$ cat src/rtl/ppu_pkg.sv
// Shared definitions for the PPU CPU-side register block: register map,
// access-FSM encoding and small datapath helpers.
package ppu_pkg;

  localparam logic [2:0] PPUCTRL   = 3'd0;
  localparam logic [2:0] PPUMASK   = 3'd1;
  localparam logic [2:0] PPUSTATUS = 3'd2;
  localparam logic [2:0] OAMADDR   = 3'd3;
  localparam logic [2:0] OAMDATA   = 3'd4;
  localparam logic [2:0] PPUSCROLL = 3'd5;
  localparam logic [2:0] PPUADDR   = 3'd6;
  localparam logic [2:0] PPUDATA   = 3'd7;

  localparam logic [13:0] VRAM_STEP_ROW = 14'd32;
  localparam logic [13:0] VRAM_STEP_COL = 14'd1;

  typedef enum logic [0:0] {
    ACC_IDLE = 1'b0,
    ACC_HOLD = 1'b1
  } acc_state_t;

  // PPUCTRL bit 2 selects a row (32) or column (1) step through the nametable
  function automatic logic [13:0] vram_next(input logic [13:0] addr, input logic inc32);
    if (inc32) begin
      vram_next = addr + VRAM_STEP_ROW;
    end else begin
      vram_next = addr + VRAM_STEP_COL;
    end
  endfunction

  function automatic logic [7:0] status_byte(input logic vb, input logic s0, input logic ovf);
    status_byte = {vb, s0, ovf, 5'b00000};
  endfunction

endpackage

$ cat src/rtl/ppu_reg_responder_chk.sv
// Protocol checks for the register responder's access sequencing.
module ppu_reg_responder_chk (
  input logic clk,
  input logic reset,
  input logic fill_pend,
  input logic stb7,
  input logic busy,
  input logic any_stb
);

  a_no_fill_collision: assert property (@(posedge clk) disable iff (reset) !(fill_pend && stb7));
  a_no_stb_in_hold:    assert property (@(posedge clk) disable iff (reset) !(busy && any_stb));

endmodule

$ cat src/rtl/reg_access_detect.sv
// Turns the CPU select/write levels into single-cycle read/write strobes,
// one per held access, using an IDLE/HOLD FSM.
module reg_access_detect
  import ppu_pkg::*;
(
  input  logic clk,
  input  logic reset,
  input  logic sel,
  input  logic we,
  output logic wr_stb,
  output logic rd_stb,
  output logic busy
);

  acc_state_t state_r;
  acc_state_t state_s;
  logic       prev_sel_r;
  logic       prev_we_r;
  logic       we_chg_r;
  logic       we_chg_s;
  logic       stb_s;

  // State register plus previous-cycle samples of sel and WE
  always_ff @(posedge clk or posedge reset) begin
    if (reset) begin
      state_r    <= ACC_IDLE;
      prev_sel_r <= 1'b1;  // a select held across reset must not look like a new access
      prev_we_r  <= 1'b0;
      we_chg_r   <= 1'b0;
    end else begin
      state_r    <= state_s;
      prev_sel_r <= sel;
      prev_we_r  <= we;
      we_chg_r   <= we_chg_s;
    end
  end

  // Next state and strobe generation
  always_comb begin
    state_s  = state_r;
    stb_s    = 1'b0;
    we_chg_s = 1'b0;
    case (state_r)
      ACC_IDLE: begin
        if (sel && (!prev_sel_r || we_chg_r)) begin
          stb_s   = 1'b1;
          state_s = ACC_HOLD;
        end else begin
          state_s = ACC_IDLE;
        end
      end
      ACC_HOLD: begin
        if (!sel) begin
          state_s = ACC_IDLE;
        end else if (we != prev_we_r) begin
          // direction flip under a held select: re-arm through IDLE
          state_s  = ACC_IDLE;
          we_chg_s = 1'b1;
        end else begin
          state_s = ACC_HOLD;
        end
      end
      default: begin
        state_s = ACC_IDLE;
      end
    endcase
  end

  assign wr_stb = stb_s & we;
  assign rd_stb = stb_s & ~we;
  assign busy   = (state_r == ACC_HOLD);

endmodule

$ cat src/rtl/ppu_reg_responder.sv
// CPU-facing PPU register block ($2000-$2007): register state, status flags,
// open-bus read latch and OAM/VRAM access strobes.
module ppu_reg_responder
  import ppu_pkg::*;
(
  input  logic        clk,
  input  logic        reset,
  input  logic        ppu_reg_cs,
  input  logic [2:0]  ppu_reg_addr,
  input  logic        WE,
  input  logic [7:0]  data_in,
  output logic [7:0]  data_out,
  input  logic        vblank_set,
  input  logic        vblank_clr,
  input  logic        sprite0_hit,
  input  logic        sprite_ovf,
  output logic [7:0]  ppuctrl,
  output logic [7:0]  ppumask,
  output logic        nmi,
  output logic [7:0]  oam_addr,
  output logic [7:0]  oam_wdata,
  output logic        oam_we,
  input  logic [7:0]  oam_rdata,
  output logic [13:0] vram_addr,
  output logic [7:0]  vram_wdata,
  output logic        vram_we,
  output logic        vram_re,
  input  logic [7:0]  vram_rdata,
  output logic [7:0]  scroll_x,
  output logic [7:0]  scroll_y
);

  logic        sel_s;
  logic        wr_stb_s;
  logic        rd_stb_s;
  logic        busy_s;
  logic        rd2_s;
  logic        stb7_s;
  logic [7:0]  rd_val_s;
  logic [7:0]  data_out_s;

  logic [7:0]  ppuctrl_r;
  logic [7:0]  ppumask_r;
  logic [7:0]  oam_addr_r;
  logic [7:0]  scroll_x_r;
  logic [7:0]  scroll_y_r;
  logic [7:0]  read_buf_r;
  logic [7:0]  rd_latch_r;
  logic [13:0] addr_t_r;
  logic [13:0] vram_addr_r;
  logic        toggle_r;
  logic        vblank_r;
  logic        sprite0_r;
  logic        ovf_r;
  logic        copy_pend_r;
  logic        fill_pend_r;

  assign sel_s = ~ppu_reg_cs;

  reg_access_detect u_detect (
    .clk    (clk),
    .reset  (reset),
    .sel    (sel_s),
    .we     (WE),
    .wr_stb (wr_stb_s),
    .rd_stb (rd_stb_s),
    .busy   (busy_s)
  );

  assign rd2_s  = rd_stb_s & (ppu_reg_addr == PPUSTATUS);
  assign stb7_s = (wr_stb_s | rd_stb_s) & (ppu_reg_addr == PPUDATA);

  // Register file, address/scroll latches and deferred VRAM address updates
  always_ff @(posedge clk or posedge reset) begin
    if (reset) begin
      ppuctrl_r   <= 8'h00;
      ppumask_r   <= 8'h00;
      oam_addr_r  <= 8'h00;
      scroll_x_r  <= 8'h00;
      scroll_y_r  <= 8'h00;
      read_buf_r  <= 8'h00;
      addr_t_r    <= 14'h0000;
      vram_addr_r <= 14'h0000;
      toggle_r    <= 1'b0;
      copy_pend_r <= 1'b0;
      fill_pend_r <= 1'b0;
    end else begin
      copy_pend_r <= 1'b0;
      fill_pend_r <= 1'b0;
      if (copy_pend_r) begin
        vram_addr_r <= addr_t_r;
      end
      if (fill_pend_r) begin
        read_buf_r  <= vram_rdata;
        vram_addr_r <= vram_next(vram_addr_r, ppuctrl_r[2]);
      end
      if (wr_stb_s) begin
        case (ppu_reg_addr)
          PPUCTRL: ppuctrl_r <= data_in;
          PPUMASK: ppumask_r <= data_in;
          OAMADDR: oam_addr_r <= data_in;
          OAMDATA: oam_addr_r <= oam_addr_r + 8'd1;
          PPUSCROLL: begin
            if (toggle_r) begin
              scroll_y_r <= data_in;
            end else begin
              scroll_x_r <= data_in;
            end
            toggle_r <= ~toggle_r;
          end
          PPUADDR: begin
            if (toggle_r) begin
              addr_t_r[7:0] <= data_in;
              copy_pend_r   <= 1'b1;
            end else begin
              addr_t_r[13:8] <= data_in[5:0];
            end
            toggle_r <= ~toggle_r;
          end
          PPUDATA: vram_addr_r <= vram_next(vram_addr_r, ppuctrl_r[2]);
          default: ;
        endcase
      end else if (rd_stb_s) begin
        case (ppu_reg_addr)
          PPUSTATUS: toggle_r <= 1'b0;
          PPUDATA:   fill_pend_r <= 1'b1;  // vram_rdata lands next cycle
          default:   ;
        endcase
      end
    end
  end

  // Status flags: vblank_clr beats vblank_set, which beats a status-read clear
  always_ff @(posedge clk or posedge reset) begin
    if (reset) begin
      vblank_r  <= 1'b0;
      sprite0_r <= 1'b0;
      ovf_r     <= 1'b0;
    end else begin
      if (vblank_clr) begin
        vblank_r  <= 1'b0;
        sprite0_r <= 1'b0;
        ovf_r     <= 1'b0;
      end else begin
        if (vblank_set) begin
          vblank_r <= 1'b1;
        end else if (rd2_s) begin
          vblank_r <= 1'b0;
        end
        if (sprite0_hit) begin
          sprite0_r <= 1'b1;
        end
        if (sprite_ovf) begin
          ovf_r <= 1'b1;
        end
      end
    end
  end

  // Read latch: holds the strobe-cycle value for HOLD and open-bus reads
  always_ff @(posedge clk or posedge reset) begin
    if (reset) begin
      rd_latch_r <= 8'h00;
    end else if (rd_stb_s) begin
      rd_latch_r <= rd_val_s;
    end
  end

  // Pre-side-effect read value and read data mux
  always_comb begin
    rd_val_s   = rd_latch_r;
    data_out_s = rd_latch_r;
    case (ppu_reg_addr)
      PPUSTATUS: rd_val_s = status_byte(vblank_r, sprite0_r, ovf_r);
      OAMDATA:   rd_val_s = oam_rdata;
      PPUDATA:   rd_val_s = read_buf_r;
      default:   rd_val_s = rd_latch_r;
    endcase
    if (rd_stb_s) begin
      data_out_s = rd_val_s;
    end else begin
      data_out_s = rd_latch_r;
    end
  end

  assign data_out   = data_out_s;
  assign ppuctrl    = ppuctrl_r;
  assign ppumask    = ppumask_r;
  assign nmi        = vblank_r & ppuctrl_r[7];
  assign oam_addr   = oam_addr_r;
  assign oam_wdata  = data_in;
  assign oam_we     = wr_stb_s & (ppu_reg_addr == OAMDATA);
  assign vram_addr  = vram_addr_r;
  assign vram_wdata = data_in;
  assign vram_we    = wr_stb_s & (ppu_reg_addr == PPUDATA);
  assign vram_re    = rd_stb_s & (ppu_reg_addr == PPUDATA);
  assign scroll_x   = scroll_x_r;
  assign scroll_y   = scroll_y_r;

  ppu_reg_responder_chk u_chk (
    .clk       (clk),
    .reset     (reset),
    .fill_pend (fill_pend_r),
    .stb7      (stb7_s),
    .busy      (busy_s),
    .any_stb   (wr_stb_s | rd_stb_s)
  );

endmodule
$ cat config.mk
export PLATFORM = sky130hd
export DESIGN_NAME = ppu_reg_responder
export DESIGN_NICKNAME = d
export VERILOG_FILES = /design/src/rtl/ppu_pkg.sv /design/src/rtl/ppu_reg_responder_chk.sv /design/src/rtl/reg_access_detect.sv /design/src/rtl/ppu_reg_responder.sv
export SDC_FILE = /design/constraint.sdc
export NUM_CORES = 1
export LEC_CHECK = 0
export CORE_ASPECT_RATIO = 1.5
export CORE_MARGIN = 2
export CORE_UTILIZATION = 49
export DETAILED_ROUTE_END_ITERATION = 10
export PLACE_DENSITY = 0.8
export SLEW_MARGIN = 20
export SYNTH_ARGS = -nofsm -noshare
export SYNTH_HDL_FRONTEND = slang
export SYNTH_HIERARCHICAL = 1
export SYNTH_SLANG_ARGS = --single-unit
export TNS_END_PERCENT = 50
$ cat constraint.sdc
create_clock -name clk -period 4.3 [get_ports clk]
set_clock_uncertainty 0.1 [all_clocks]
set_input_delay 1.075 -clock clk [delete_from_list [all_inputs] [get_ports clk]]
set_output_delay 1.075 -clock clk [all_outputs]
set_load 0.03 [all_outputs]
== Yosys cells after proc, flatten, opt, wreduce, memory -nomap -nowiden ==
Index checks and enable logic that the tools add are counted.
Widths: inputs -> output; s select.
Word-level totals
  register bits after elaboration: 94
  logic and storage cells: 95
  input bits: 35
  output and inout bits: 82
Operators by class
  bitwise logic cells: 11
  equal/unequal tests: 9
  add/sub/neg operators: 3
  reductions and logical operators: 19
  multiplexer cells: 33
Operator list (count)
  $mux 14: 5
  $mux 1: 24
  $pmux 8 s3: 1
  $pmux 8 s2: 1
  $reduce_and 3->1: 5
  $add 14x1->14 const B: 1
  $add 14x6->14 const B: 1
  $eq 3x3->1 const B: 4
  $reduce_bool 2->1: 5
  $add 8x1->8 const B: 1
  $mux 8: 1
  $and 1x1->1: 7
  $eq 3x2->1 const B: 2
  $reduce_and 2->1: 3
  $not 1->1: 4
  $eq 3x1->1 const B: 1
  $logic_not 3->1: 1
  $reduce_bool 3->1: 1
  $ne 2x2->1 const B: 1
  $pmux 1 s2: 1
  $reduce_or 2->1: 1
  $logic_and 1x1->1: 1
  $logic_not 1->1: 1
  $logic_or 1x1->1: 1
  $ne 1x1->1: 1

== Logic depth before layout (Yosys ltp) ==
Gate-level depths: netlist of run 1.
  depth in word-level cells: 10
  depth in mapped cells: 9
  mapped depth without buffers: 7

== Modules after synthesis ==
The synthesis of run 1 kept the hierarchy.
By module, submodules not included
  ppu_reg_responder: area an instance 4321.6 um^2, cells an instance 373, times used 1, sequential area each 2252.2 um^2
  reg_access_detect: area an instance 161.4 um^2, cells an instance 13, times used 1, sequential area each 101.3 um^2

== Worst setup path after synthesis of run 1 ==
No wires, ideal clock.
  path type: input port to output port
  from: input ppu_reg_cs
  to: output data_out[0]
  buffers on the path: 0
  stages on the path: 5
  arrival time: 2.377 ns
  setup slack: 0.748 ns
  path through: inv_1 > inv_1 > nor4_1 > a21boi_4 > mux2_2
On the way
  word-level cells in the longest chain between the ends: 6
Ends and longest elaborated chain
  start: declaration: line ppu_reg_responder.sv:8  | input logic ppu_reg_cs,
  $not 1->1: line ppu_reg_responder.sv:58  | assign sel_s = ~ppu_reg_cs;
  $logic_and 1x1->1: line reg_access_detect.sv:45  | if (sel && (!prev_sel_r || we_chg_r)) begin
  $mux 1: line reg_access_detect.sv:45
  $mux 1: line reg_access_detect.sv:43  | case (state_r)
  $and 1x1->1: line reg_access_detect.sv:70  | assign rd_stb = stb_s & ~we;
  via rd_stb_s: line ppu_reg_responder.sv:35  | logic rd_stb_s;
  $mux 8
  end: declaration: line ppu_reg_responder.sv:12  | output logic [7:0] data_out,
The timed path passes the listed nets, and every way through them passes these cells.

== Worst setup path in the final report of run 1 ==
  from: input ppu_reg_cs
  to: output data_out[5]
On the way
  word-level cells in the longest chain between the ends: 6
Ends and longest elaborated chain
  $not 1->1: line ppu_reg_responder.sv:58
  via sel_s: line ppu_reg_responder.sv:33  | logic sel_s;
  $logic_and 1x1->1: line reg_access_detect.sv:45
  $mux 1: line reg_access_detect.sv:45
  $mux 1: line reg_access_detect.sv:43
  $and 1x1->1: line reg_access_detect.sv:70
  via rd_stb_s: line ppu_reg_responder.sv:35
  $mux 8
The timed path passes the listed nets, and every way through them passes these cells.

==> key figures, run 1 <==
Critical path
  – WP depth: 8
  – Largest delay contributor family on the critical path: buffers and inverters
  – Reg-to-Reg Start: u_detect/prev_sel_r
  – Startpoint types: input pin
  – Critical Path AT: 2.92 ns
  – Endpoint class of the critical path: primary output
  – CP max stage delay: 0.39 ns
  – Bufs and invs on worst path: 5
  – R2R setup slack: 1.98 ns
  – Setup CP Type: input pin to primary output
  – Critical path required time: 3.12 ns
  – Reg2Reg Capture Point: vram_addr[2]
  – Cells on worst reg2reg path: 7
  – Crit path to: data_out[5]
  – Worst Setup SP: ppu_reg_cs
  – Crit path cell chain: clkdlybuf4s50_1 -> inv_1 -> inv_1 -> nor4_1 -> buf_4 -> a21boi_4 -> mux2_2 -> buf_4
  – Worst-path maximum fanout: 8
  – CP max stage cell: clkdlybuf4s50_1

Synth
  – Syn Std Cell Area: 0.00448 mm²
  – Flops & latches, synth: between 90 and 100
  – Register area share after synthesis: 52.5%
  – Compound-Gate Fraction of Synth Area: 12.4%
  – Cell taking the most area after synthesis: dfrtp_1
  – Synth area leaders: dfrtp_1, mux2_2, buf_4
  – Top cell type's share of synthesized area: 51.9%
  – Yosys warns: 6
  – Synth Area in XOR/XNOR: 0.391%
  – Avg Inst Size Synth: about 12 µm²
  – Post-Syn Nets: 424
  – Mux cell area share after synthesis: 15.8%
  – Simple logic cell fraction of the synthesized area: a little over an eighth
  – Largest family of logic cells by synthesized area: multiplexers
  – Main flop type after synthesis: dfrtp_1
  – Async SR Flop Fraction: between 90% and 100%
  – Number of synthesized flops with an enable pin: 0
  – Synth Area in Adders: 0.837%
  – Post-Syn Instances: 386
  – Distinct cell type count of the synthesized netlist: 55

STA
  – Crit share post-route: 95.2%
  – Slew HR: about 58%
  – RSZ-0062 raised after global routing: no
  – Pins Over Slew Limit: 0
  – Worst-Margin Slew: 0.636 ns
  – Fin Setup TNS: 0 ns
  – Fmax: between 200 and 250 MHz
  – Final Hold Vio Count: 0
  – Final WS setup: 0.207 ns
  – Final Setup Violations: 0
  – Fin crit period: 4.09 ns

Detailed routing
  – Via density: between 5 and 6
  – DRC: 0
  – Total wire length: 11.7 mm
  – Initial DRC count: 231
  – Antenna-violating nets left: 0
  – Vias post-DR: 3,568
  – DRT Pass-1 Iters: 5
  – DR WL/cell: approximately 19 µm

Global route
  – Largest net degree at the start of global routing: 33
  – Gr ovfl total: 0
  – Initial antenna violation count: 0
  – First-pass GRT wire length: 18.5 mm
  – Gr usage total: roughly 25%
  – Vias in the first global route: 3,528

Floorplan
  – Initial Utilization: 50.5%
  – Chip height: roughly 120 µm
  – IO Pins: 117
  – Std cell rows: 42
  – Die Wd: 82.1 µm
  – DIE AREA: about 0.0099 mm²
  – Area of the core: just under 0.009 mm²

Layout
  – Register area: 0.00235 mm²
  – Area of the multi-input gates: 0.00191 mm²
  – Share of layout cells above drive strength 1: 24.4%
  – Fill cell count: about 680
  – Final nets: 538
  – Area Growth Syn to Fin: 33.9%
  – N_diodes: 0

Pwr
  – Maximum vdd drop: 0.000303 V
  – Pleak: 0.00263 µW
  – Power per cell area: 492 mW/mm²

Job
  – # Max-Cap Violations: 0

Clocking
  – CTS root buf: clkbuf_16
  – CTS tree: built
  – Postcts setup bufs: 0
  – Clk slew on worst S/H paths: 0.06 ns
  – Num CTS Buffers: 9
  – Clk Latency, worst-skew pair: around 0.34 ns
  – H-tree levels: 3
  – Clock Path Buffers: 2
  – CTS resizes: 0
  – Number of hold buffers added after cts: 0
  – Clock Sink Count: 94

Placement
  – Post-Place Setup Slack: roughly 0.19 ns
  – Port bufs: 116
  – Global placer's final weighted congestion: about 0.86
  – DP HPWL: 8.83 mm

Hold path
  – Hold_sp: rd_latch_r[6]
  – Min-delay worst type: flop to flop

Status
  – Run status: finished clean
cell usage after synthesis (2+ instances only):
library cell / instances
nor4_1: 2
a221o_1: 2
nand4_1: 4
nor3_4: 2
and3_2: 2
or3_1: 2
mux2i_1: 2
buf_2: 10
a31o_2: 3
nor2_2: 4
a22o_1: 11
and2_1: 4
a2bb2oi_1: 2
o21ai_1: 4
o22ai_1: 3
nand2_1: 19
o21a_1: 2
nand3_1: 10
a31oi_1: 4
nor2b_1: 5
nor3_1: 7
a21oi_1: 17
mux2_2: 61
and3_1: 3
clkbuf_1: 3
nor3b_1: 5
o31ai_1: 2
inv_1: 8
nand2b_1: 5
a41oi_1: 2
ha_1: 3
o32ai_1: 3
a211oi_1: 6
buf_4: 17
nor2_1: 24
dfrtp_1: 93
o21ai_0: 12
routing by layer:
metal | vias up | GRT usage, % | wire length [µm]
li1 | 1626 | - | -
met1 | 1746 | 29.1 | 4230
met2 | 164 | 43.1 | 6230
met3 | 32 | 5.21 | 751
met4 | 0 | 11.5 | 452
met5 | - | 0 | 0
metrics by stage:
step / instances / power [µW] / util (%) / area [µm²] / hold slack (ns)
4_1_cts: 615 / 2970 / 67.6 / 6000 / 0.403
5_1_grt: 615 / 3090 / 67.6 / 6000 / 0.419
3_5_place_dp: 599 / 2170 / 64.1 / 5700 / 0.388
3_3_place_gp: 599 / 2140 / 64.1 / 5700 / 0.384
6_report: 615 / 2950 / 67.6 / 6000 / 0.398
2_1_floorplan: 386 / 1750 / - / 4480 / 0.360
kinds of logic after synthesis:
| group | count (synthesis) |
|---|---|
| adders and majority gates | 3 |
| xor gates and xnor gates | 2 |
| and+or+nand+nor | 107 |
| DFF | 94 |
| buffers and inverters | 38 |
| AOI/OAI and AO/OA | 79 |
| muxes | 63 |
state kept, by name (all words and copies together) (netlist names):
signal / count
copy_pend_r: 1
u_detect/we_chg_r: 1
addr_t_r: 14
ppumask: 8
u_detect/prev_we_r: 1
rd_latch_r: 8
u_detect/busy: 1
scroll_x: 8
fill_pend_r: 1
scroll_y: 8
sprite0_r: 1
oam_addr: 8
u_detect/prev_sel_r: 1
toggle_r: 1
vblank_r: 1
vram_addr: 14
ovf_r: 1
ppuctrl: 8
read_buf_r: 8
worst min-delay path by stage:
| stage | endpoint | slack [ns] | cells after the start |
|---|---|---|---|
| floorplan | vram_addr[3] | 0.36 | 2 |
| global placement | rd_latch_r[6] | 0.38 | 1 |
| detailed placement | rd_latch_r[3] | 0.39 | 1 |
| CTS | rd_latch_r[3] | 0.40 | 1 |
| global route | rd_latch_r[3] | 0.42 | 1 |
| finish | rd_latch_r[6] | 0.40 | 1 |
cell type report:
type / count / area share (%)
Inverter: 8 / 0.521
Sequential cell: 94 / 39.2
Tap cell: 110 / 2.29
Timing Repair Buffer: 133 / 21.0
Multi-Input combinational cell: 254 / 31.8
Clock buffer: 10 / 3.98
Clock inverter: 6 / 1.15
where the power goes:
group | switching [µW] | total, µW | leakage, µW | internal [µW]
Sequential | 172 | 1220 | 0.00121 | 1050
Clock | 329 | 798 | 0.000149 | 469
Combinational | 516 | 937 | 0.00127 | 421
cells in the final DEF, fill, tap and decap left out, drive strengths merged, types with 2 or more instances in the layout:
master	instances
clkdlybuf4s50	106
dfrtp	93
mux2	61
nor2	28
buf	27
nand2	19
a21oi	17
o21ai	16
a22o	11
nand3	10
clkbuf	10
nor3	10
inv	8
a211oi	6
nor3b	6
nand2b	5
nor2b	5
and3	5
nand4	4
a31oi	4
and2	4
clkinv	4
o32ai	3
o22ai	3
a31o	3
ha	3
o21a	2
mux2i	2
a41oi	2
o31ai	2
nor4	2
or3	2
a221o	2
a2bb2oi	2
or3b	2
Note: power is estimated with default switching activity, not from simulation.
==> inputs of run 2 (changes only) <==
--- a/config.mk
+++ b/config.mk
@@ -9,7 +9,10 @@
 export CORE_MARGIN = 2
 export CORE_UTILIZATION = 49
 export DETAILED_ROUTE_END_ITERATION = 10
+export HOLD_SLACK_MARGIN = 0.06
 export PLACE_DENSITY = 0.8
+export REMOVE_ABC_BUFFERS = 1
+export SKIP_LAST_GASP = 1
 export SLEW_MARGIN = 20
 export SYNTH_ARGS = -nofsm -noshare
 export SYNTH_HDL_FRONTEND = slang
==> key figures, run 2 (synthesized netlist as in run 1, its figures left out) <==
Status
  – Run status: finished clean

Clocking
  – CTS tree: built
  – Clk Latency, worst-skew pair: 0.34 ns
  – Clock Path Buffers: 2
  – Num CTS Buffers: 9
  – CTS resizes: 0
  – Number of hold buffers added after cts: 0
  – Postcts setup bufs: 0
  – Clock Sink Count: 94
  – Clk slew on worst S/H paths: 0.06 ns
  – H-tree levels: 3
  – CTS root buf: clkbuf_16

STA
  – Crit share post-route: between 90% and 100%
  – Fin crit period: a little over 4 ns
  – Hold Slack: 0.401 ns
  – Worst-Margin Slew: 0.655 ns
  – RSZ-0062 raised after global routing: no
  – Fin Setup TNS: 0 ns
  – Final Setup Violations: 0
  – Final Hold Vio Count: 0
  – Slew HR: between 50% and 60%
  – Pins Over Slew Limit: 0
  – Fmax: 243 MHz

Layout
  – Final cell count without fillers: 610
  – Final nets: ~530
  – Most frequent cells in the layout: clkdlybuf4s50_1, dfrtp_1, mux2_2, nor2_1, buf_4
  – Area Growth Syn to Fin: 32.8%
  – N_diodes: 0
  – Fill cell count: approximately 660
  – Leading cell type in the layout, fill and taps excluded: clkdlybuf4s50_1
  – Share of layout cells above drive strength 1: 23.8%
  – Register area: 0.00235 mm²
  – Area of the multi-input gates: 0.00192 mm²
  – Cell area after layout: 0.00595 mm²

Placement
  – Placed Cells incl. Taps: 594
  – Global placer's final weighted congestion: between 0.8 and 0.9
  – Post-place instance area: 0.00566 mm²
  – Port bufs: around 120
  – DP HPWL: 8.19 mm

Global route
  – Gr usage total: roughly a quarter
  – Gr ovfl total: 0
  – Initial antenna violation count: 0
  – First-pass GRT wire length: 18.6 mm
  – Largest net degree at the start of global routing: 35
  – Vias in the first global route: 3,641

Floorplan
  – Chip height: 121 µm
  – Std cell rows: 42
  – DIE AREA: 0.00995 mm²
  – Area of the core: 0.00888 mm²
  – Initial Utilization: 50.5%
  – Die Wd: between 80 and 90 µm
  – IO Pins: 117

Hold path
  – Min-delay worst type: flop to flop

Detailed routing
  – DRC: 0
  – DRT Pass-1 Iters: 5
  – Via density: slightly below 6
  – Met2 Routed Length: 6.22 mm
  – DR WL/cell: roughly 19 µm
  – M1 WL: 4.40 mm
  – Initial DRC count: around 270
  – Routed wl met3: 466 µm
  – Top Metal Used: met4
  – Antenna-violating nets left: 0
  – Vias post-DR: 3,554
  – Total wire length: about 11 mm

Job
  – # Max-Cap Violations: 0

Critical path
  – Endpoint class of the critical path: primary output
  – Critical path required time: between 3 and 4 ns
  – Startpoint types: input pin
  – Worst-path maximum fanout: 8
  – Critical Path AT: just under 3 ns
  – Setup CP Type: input pin to primary output

Pwr
  – Maximum vdd drop: 0.000363 V
  – Power per cell area: 495 mW/mm²
  – Pleak: 0.00260 µW
-- run 2: cell types whose count changed in the layout (fill, tap and decap cells not counted) --
cell	change
clkbuf_8	-1
nor4_1	-1
clkbuf_1	+1
buf_4	-4
clkinv_4	-2
clkdlybuf4s50_1	-1
clkinv_2	+2
nor4_2	+1
-- run 2: critical path: stages --
cell and delay [ns]:
clkdlybuf4s50_1 0.39, inv_1 0.09, inv_1 0.08, nor4_2 0.36, a21boi_4 0.38, mux2_2 0.39
buf_4 0.17
-- run 2: area by class of cell --
type / instances / share of cell area [%]
Clock inverter: 6 / 1.03
Clock buffer: 10 / 3.85
Tap cell: 110 / 2.31
Sequential cell: 94 / 39.5
Timing Repair Buffer: 128 / 20.6
Multi-Input combinational cell: 254 / 32.2
Inverter: 8 / 0.525
-- run 2: final timing paths --
| path | to | slack [ns] | cells past startpoint | startpoint |
|---|---|---|---|---|
| worst max register to register | vram_addr[2] | 1.86 | 7 | u_detect/prev_sel_r |
| worst min-delay path | rd_latch_r[2] | 0.40 | 1 | rd_latch_r[2] |
| worst min register to register | rd_latch_r[2] | 0.40 | 1 | rd_latch_r[2] |
| min in group asynchronous | u_detect/prev_we_r | 0.86 | 2 | reset |
| worst max-delay path | data_out[5] | 0.18 | 7 | ppu_reg_cs |
| max in group asynchronous | read_buf_r[7] | 2.35 | 3 | reset |
-- run 2: per-layer routing --
metal	track usage [%]	vias up
met5	0	-
li1	-	1622
met3	4.54	31
met1	30.0	1789
met2	42.7	112
met4	10.4	0
-- run 2: power by group --
group	switching, µW	total, µW	internal (µW)
clock network	343	793	450
logic	519	938	419
registers	172	1220	1050
-- run 2: per-stage QoR --
stage / power (µW) / setup slack, ns / utilization, %
after detailed placement: 2160 / 0.0924 / 63.7
after global routing: 3080 / 0.0692 / 67.0
after floorplan: 1720 / 0.153 / -
after global placement: 2140 / 0.156 / 63.7
final: 2950 / 0.185 / 67.0
after CTS: 2950 / 0.0158 / 67.0
==> inputs of run 3 (changes only) <==
--- a/config.mk
+++ b/config.mk
@@ -9,9 +9,11 @@
 export CORE_MARGIN = 2
 export CORE_UTILIZATION = 49
 export DETAILED_ROUTE_END_ITERATION = 10
+export GPL_TIMING_DRIVEN = 0
 export HOLD_SLACK_MARGIN = 0.06
 export PLACE_DENSITY = 0.8
 export REMOVE_ABC_BUFFERS = 1
+export SETUP_SLACK_MARGIN = 0.02
 export SKIP_LAST_GASP = 1
 export SLEW_MARGIN = 20
 export SYNTH_ARGS = -nofsm -noshare
==> key figures, run 3 (synthesized netlist as in run 1, its figures left out) <==
Status
  – Run status: finished clean

Critical path
  – Critical path required time: 3.12 ns
  – CP max stage delay: 0.53 ns
  – Crit path to: data_out[6]
  – Endpoint class of the critical path: primary output
  – Cells on worst reg2reg path: 6
  – Setup CP Type: input pin to primary output
  – Reg2Reg Capture Point: vram_addr[2]
  – Worst Setup SP: ppu_reg_addr[2]
  – CP max stage cell: or3b_4
  – Reg-to-Reg Start: u_detect/prev_sel_r
  – Bufs and invs on worst path: 3
  – Startpoint types: input pin
  – WP depth: 6
  – Crit path cell chain: clkdlybuf4s15_1 -> or3b_4 -> a21boi_4 -> buf_4 -> mux2_2 -> dlygate4sd2_1
  – R2R setup slack: 1.68 ns
  – Critical Path AT: 3.09 ns
  – Worst-path maximum fanout: 13
  – Largest delay contributor family on the critical path: buffers and inverters

Floorplan
  – DIE AREA: between 0.009 and 0.01 mm²
  – Std cell rows: 42
  – Initial Utilization: 50.5%
  – Chip height: around 120 µm
  – Die Wd: 82.1 µm
  – Area of the core: between 0.008 and 0.009 mm²
  – IO Pins: 117

Detailed routing
  – Vias post-DR: 3,559
  – Via density: 5.87
  – DR WL/cell: about 19 µm
  – Antenna-violating nets left: 0
  – Total wire length: 11.4 mm
  – DRC: 0
  – DRT Pass-1 Iters: 4
  – Initial DRC count: between 200 and 250

Global route
  – First-pass GRT wire length: 18.5 mm
  – Gr ovfl total: 0
  – Initial antenna violation count: 0
  – Vias in the first global route: about 3,700
  – Gr usage total: 24.7%
  – Largest net degree at the start of global routing: 59

Clocking
  – Clk slew on worst S/H paths: 0.06 ns
  – Clk Latency, worst-skew pair: 0.34 ns
  – H-tree levels: 3
  – Num CTS Buffers: 9
  – Clock Sink Count: 94
  – Clock Path Buffers: 2
  – CTS tree: built
  – CTS root buf: clkbuf_16
  – Number of hold buffers added after cts: 0

Layout
  – Final cell count without fillers: 606
  – Most frequent cells in the layout: clkdlybuf4s50_1, dfrtp_1, mux2_2, nor2_1, nand2_1
  – Area Growth Syn to Fin: 35.1%
  – Register area: 0.00235 mm²
  – N_diodes: 0
  – Fill cell count: 655
  – Area of the multi-input gates: 0.00196 mm²
  – Final nets: 529
  – Final core utilization: 68.2%
  – Share of layout cells above drive strength 1: 23.0%
  – Leading cell type in the layout, fill and taps excluded: clkdlybuf4s50_1

STA
  – Worst-Margin Slew: 0.663 ns
  – Final WS setup: 0.0311 ns
  – Final Hold Vio Count: 0
  – Slew HR: 55.8%
  – Pins Over Slew Limit: 0
  – Final Setup Violations: 0
  – Hold Slack: around 0.40 ns
  – Fin crit period: between 4 and 5 ns
  – Fmax: 234 MHz
  – RSZ-0062 raised after global routing: yes
  – Crit share post-route: 99.3%

Pwr
  – Pleak: around 0.0027 µW
  – Net Switching: 1020 µW
  – Switching share of power: 33.5%
  – Maximum vdd drop: 0.000302 V
  – P_int: about 2000 µW
  – Clock Power Share: 29.4%
  – Sequential power share: 39.8%
  – Combinational share of power: 30.8%
  – Power per cell area: roughly 500 mW/mm²

Placement
  – Port bufs: 116
  – Placed Cells incl. Taps: 584
  – Post-Place Setup Slack: -1.15 ns
  – DP HPWL: 8.08 mm
  – Global placer's final weighted congestion: 0.845

Hold path
  – Min-delay worst type: flop to flop
  – Hold_sp: rd_latch_r[1]

Job
  – # Max-Cap Violations: 0
[run 3: changes by cell type in the layout (fill, tap and decap cells not counted), sizes merged, moves of 2 or more]
cell	previous run	this run
dlymetal6s2s	0	3
dlygate4sd2	0	2
bufinv	1	3
buf	23	7
clkdlybuf4s50	105	103
clkdlybuf4s15	0	6
clkinv	4	1
clkbuf	10	12
[run 3: through the flow]
| stage | TNS, ns | cell area [µm²] | total power, µW |
|---|---|---|---|
| after CTS | -0.454 | 6040 | 3070 |
| after detailed placement | -8.53 | 5630 | 2170 |
| after global routing | -0.136 | 6060 | 3200 |
| after global placement | -71.41 | 5590 | 2130 |
| after floorplan | 0 | 4290 | 1720 |
| final | 0 | 6060 | 3050 |
[run 3: worst reg2reg max path, stage by stage (launching register included)]
cell and delay, ns:
dfstp_2 0.52, nor2b_1 0.30, nor4b_2 0.09, buf_2 0.19
a41oi_2 0.61, nand2_1 0.36, o221a_2 0.35
[run 3: power by group through the flow]
stage | Combinational (µW) | Clock [µW] | Sequential [µW]
2_1_floorplan | 291 | 0 | 1420
3_3_place_gp | 918 | 0 | 1210
3_5_place_dp | 939 | 0 | 1230
4_1_cts | 945 | 911 | 1210
5_1_grt | 1000 | 956 | 1240
6_report | 940 | 898 | 1220
[run 3: per-layer routing]
layer | track usage [%] | share of wire [%] | vias to the layer above
li1 | - | - | 1613
met1 | 29.1 | 38 | 1784
met2 | 43.0 | 55 | 134
met3 | 4.02 | 4.0 | 28
met4 | 11.5 | 3.3 | 0
met5 | 0 | 0 | -
[run 3: worst min-delay path by stage]
stage,slack [ns],to,cells past startpoint
after floorplan,0.36,vram_addr[3],2
after global placement,0.38,rd_latch_r[0],1
after detailed placement,0.39,rd_latch_r[4],1
after CTS,0.40,rd_latch_r[4],1
after global routing,0.41,rd_latch_r[0],1
final,0.40,rd_latch_r[1],1
[run 3: repair_timing]
| item | in CTS | in global routing |
|---|---|---|
| cloned | 1 | 0 |
| endpoints found under the hold margin | 0 | 0 |
| resized for setup | 25 | 7 |
| pin swaps | 1 | 0 |
| setup buffers | 4 | 1 |
| endpoints found under the setup margin | 11 | 10 |
[run 3: layout make-up]
class                      instances  share of cell area [%]
inverter                           8                   0.537
sequential                        94                    38.9
clock buffer                      10                    3.78
tap                              110                    2.27
clock inverter                     6                    1.82
timing repair buffer             123                    20.4
multi-input combinational        255                    32.4
==> RTL change: new RTL, flow settings as in run 2 <==
Register the input `ppu_reg_addr` before use, with the module's reset. The logic sees it one clock later. The other inputs are not delayed to match.
--- a/src/rtl/ppu_reg_responder.sv
+++ b/src/rtl/ppu_reg_responder.sv
@@ -32,2 +32,12 @@
 
+  logic [2:0] ppu_reg_addr_q;
+
+  always_ff @(posedge clk or posedge reset) begin
+    if (reset) begin
+      ppu_reg_addr_q <= '0;
+    end else begin
+      ppu_reg_addr_q <= ppu_reg_addr;
+    end
+  end
+
   logic        sel_s;
@@ -69,4 +79,4 @@
 
-  assign rd2_s  = rd_stb_s & (ppu_reg_addr == PPUSTATUS);
-  assign stb7_s = (wr_stb_s | rd_stb_s) & (ppu_reg_addr == PPUDATA);
+  assign rd2_s  = rd_stb_s & (ppu_reg_addr_q == PPUSTATUS);
+  assign stb7_s = (wr_stb_s | rd_stb_s) & (ppu_reg_addr_q == PPUDATA);
 
@@ -97,3 +107,3 @@
       if (wr_stb_s) begin
-        case (ppu_reg_addr)
+        case (ppu_reg_addr_q)
           PPUCTRL: ppuctrl_r <= data_in;
@@ -123,3 +133,3 @@
       end else if (rd_stb_s) begin
-        case (ppu_reg_addr)
+        case (ppu_reg_addr_q)
           PPUSTATUS: toggle_r <= 1'b0;
@@ -172,3 +182,3 @@
     data_out_s = rd_latch_r;
-    case (ppu_reg_addr)
+    case (ppu_reg_addr_q)
       PPUSTATUS: rd_val_s = status_byte(vblank_r, sprite0_r, ovf_r);
@@ -191,7 +201,7 @@
   assign oam_wdata  = data_in;
-  assign oam_we     = wr_stb_s & (ppu_reg_addr == OAMDATA);
+  assign oam_we     = wr_stb_s & (ppu_reg_addr_q == OAMDATA);
   assign vram_addr  = vram_addr_r;
   assign vram_wdata = data_in;
-  assign vram_we    = wr_stb_s & (ppu_reg_addr == PPUDATA);
-  assign vram_re    = rd_stb_s & (ppu_reg_addr == PPUDATA);
+  assign vram_we    = wr_stb_s & (ppu_reg_addr_q == PPUDATA);
+  assign vram_re    = rd_stb_s & (ppu_reg_addr_q == PPUDATA);
   assign scroll_x   = scroll_x_r;
Check against the original RTL: not equivalent (Yosys sat finds a counterexample within 4 cycles, from zero or initial values and one cycle with reset high).
==> RTL change against run 2 <==
  * Routed wire length shrank 0.60%
  * Largest power group unchanged
  * Cell area grew 1.4%
  * Total power shrank 2.5%
  * Worst setup slack lost 0.14 ns
  * Sequential cell count grew 3
  * Critical path depth grew 1
  * Synthesized area grew 0.53%
  * Combinational power shrank 9.3%
  * Sequential power is essentially flat
==> RTL change: results (changes against run 2) <==
| Metric | Value |
|---|---|
| Status | finished clean (unchanged) |
| Total Wirelength | 11300 um (was 11400 um) |
| Compound-cell area share of the yosys netlist | 11.2% (was 12.4%) |
| Number of CTS-inserted buffers | 9 (unchanged) |
| Hold path start | rd_latch_r[3] (was rd_latch_r[2]) |
| Largest net degree at the start of global routing | 42 (was 35) |
| R2R setup slack | 1.86 ns (about the same) |
| Sequential share of the synthesized area | 53.9% (was 52.5%) |
| Worst min path class | register to register (unchanged) |
| DRT iter0 DRCs | 195 (was 267) |
| Slowest cell on the critical path | clkdlybuf4s50_1 (unchanged) |
| GRT Overall Usage | 24.3% (was 24.9%) |
| Drt pass-1 iters | 4 (was 5) |
| Detailed placement HPWL | 8240 um (was 8190 um) |
| Post-synthesis mux area share | 15.9% (was 15.8%) |
| Initial antenna violation count | 0 (unchanged) |
| Root buffer cell | clkbuf_16 (unchanged) |
| Fillers | 666 (was 662) |
| Xor-xnor portion of the synthesized cell area | 0.389% (was 0.391%) |
| Internal power | 1.91 mW (was 1.92 mW) |
| Routed vias/inst | 5.71 (was 5.83) |
| ANT nets after route | 0 (unchanged) |
| Hold Path Depth | 1 (unchanged) |
| Post-synthesis adder-cell area fraction | 0.833% (was 0.837%) |
| Top post-synthesis cells by area | dfrtp_1, mux2_2, buf_4 (unchanged) |
| Share of post-route cells with drive strength above 1 | 24.7% (was 23.8%) |
| Capturing point of the worst reg2reg path | addr_t_r[11] (was vram_addr[2]) |
| H-tree depth | 3 (unchanged) |
| WHS | 0.395 ns (was 0.401 ns) |
| Max VDD drop | 0.316 mV (was 0.363 mV) |
| CP max stage delay | 0.40 ns |
| Hold Path Sink | rd_latch_r[3] (was rd_latch_r[2]) |
| Final nets | 527 (was 533) |
| Global placement routability congestion | 0.819 (was 0.828) |
| ANT cells | 0 (unchanged) |
| Top cells by count, synth | dfrtp_1, mux2_2, nor2_1 (unchanged) |
| Crit path to | data_out[3] (was data_out[5]) |
| DP Area | 5730 sq um (was 5660 sq um) |
| Worst-Margin Slew | 0.703 ns (was 0.655 ns) |
| CP arrival | 3.09 ns (was 2.94 ns) |
| Post-synthesis cell type count | 59 (was 55) |
| Reg2Reg Depth | 6 (was 7) |
| Vias in the first global route | 3537 (was 3641) |
| First-pass GRT wire length | 18000 um (was 18600 um) |
| Static Leak | 2.69 nW (was 2.60 nW) |
| Reg2Reg Launch Point | u_detect/prev_sel_r (unchanged) |
## RTL change: cell types whose count changed after synthesis, moves of 3 or more
cell and change:
nor2b_1 -3, o21ai_0 -4, nand2_1 -3, a21oi_1 -3
a31oi_1 -3, a311oi_1 +3, dfrtp_1 +3, and4_1 +4
## RTL change: repair_timing
action	4_1_cts	5_1_grt
gates resized for setup	8	8
setup endpoints to repair	7	8
setup buffers	0	3
## RTL change: cell type report
type                    count  area share, %
clock buffers              11           4.02
well taps                 110           2.28
inverters                  10          0.642
repair buffers            135           21.1
clock inverters             5          0.912
multi-input cells         236           30.8
flip-flops and latches     97           40.2
## RTL change: per-layer routing
layer	up-vias	part of all wire [%]	global-route usage [%]	wire, um
met3	23	3.9	4.54	447
met2	104	55	43.0	6270
li1	1581	-	-	-
met4	0	2.9	10.9	333
met1	1743	38	27.5	4290
met5	-	0	0	0
## RTL change: power by group through the flow
stage | Sequential (mW) | Clock [mW] | Combinational (mW)
floorplan | 1.42 | 0 | 0.249
global placement | 1.22 | 0 | 0.836
detailed placement | 1.24 | 0 | 0.856
CTS | 1.22 | 0.814 | 0.857
global route | 1.24 | 0.848 | 0.903
finish | 1.22 | 0.804 | 0.851
## RTL change: metrics by stage
stage               worst slack [ns]  util, %  instances  total power [mW]  TNS (ns)
finish                        0.0398     68.0        604              2.88         0
global route                 -0.0638     68.0        604              2.99    -0.242
CTS                          0.00648     67.9        601              2.89         0
detailed placement            -0.301     64.6        585              2.09     -2.04
global placement              -0.282     64.6        585              2.06     -1.97
floorplan                      0.135        -        343              1.67         0
## RTL change: worst max-delay path, delay by kind of cell
kind	cells	cell delay, ns
AO/OA/AOI/OAI	1	0.29
buffers and inverters	5	1.05
multiplexers	1	0.38
AND/OR/NAND/NOR	1	0.28
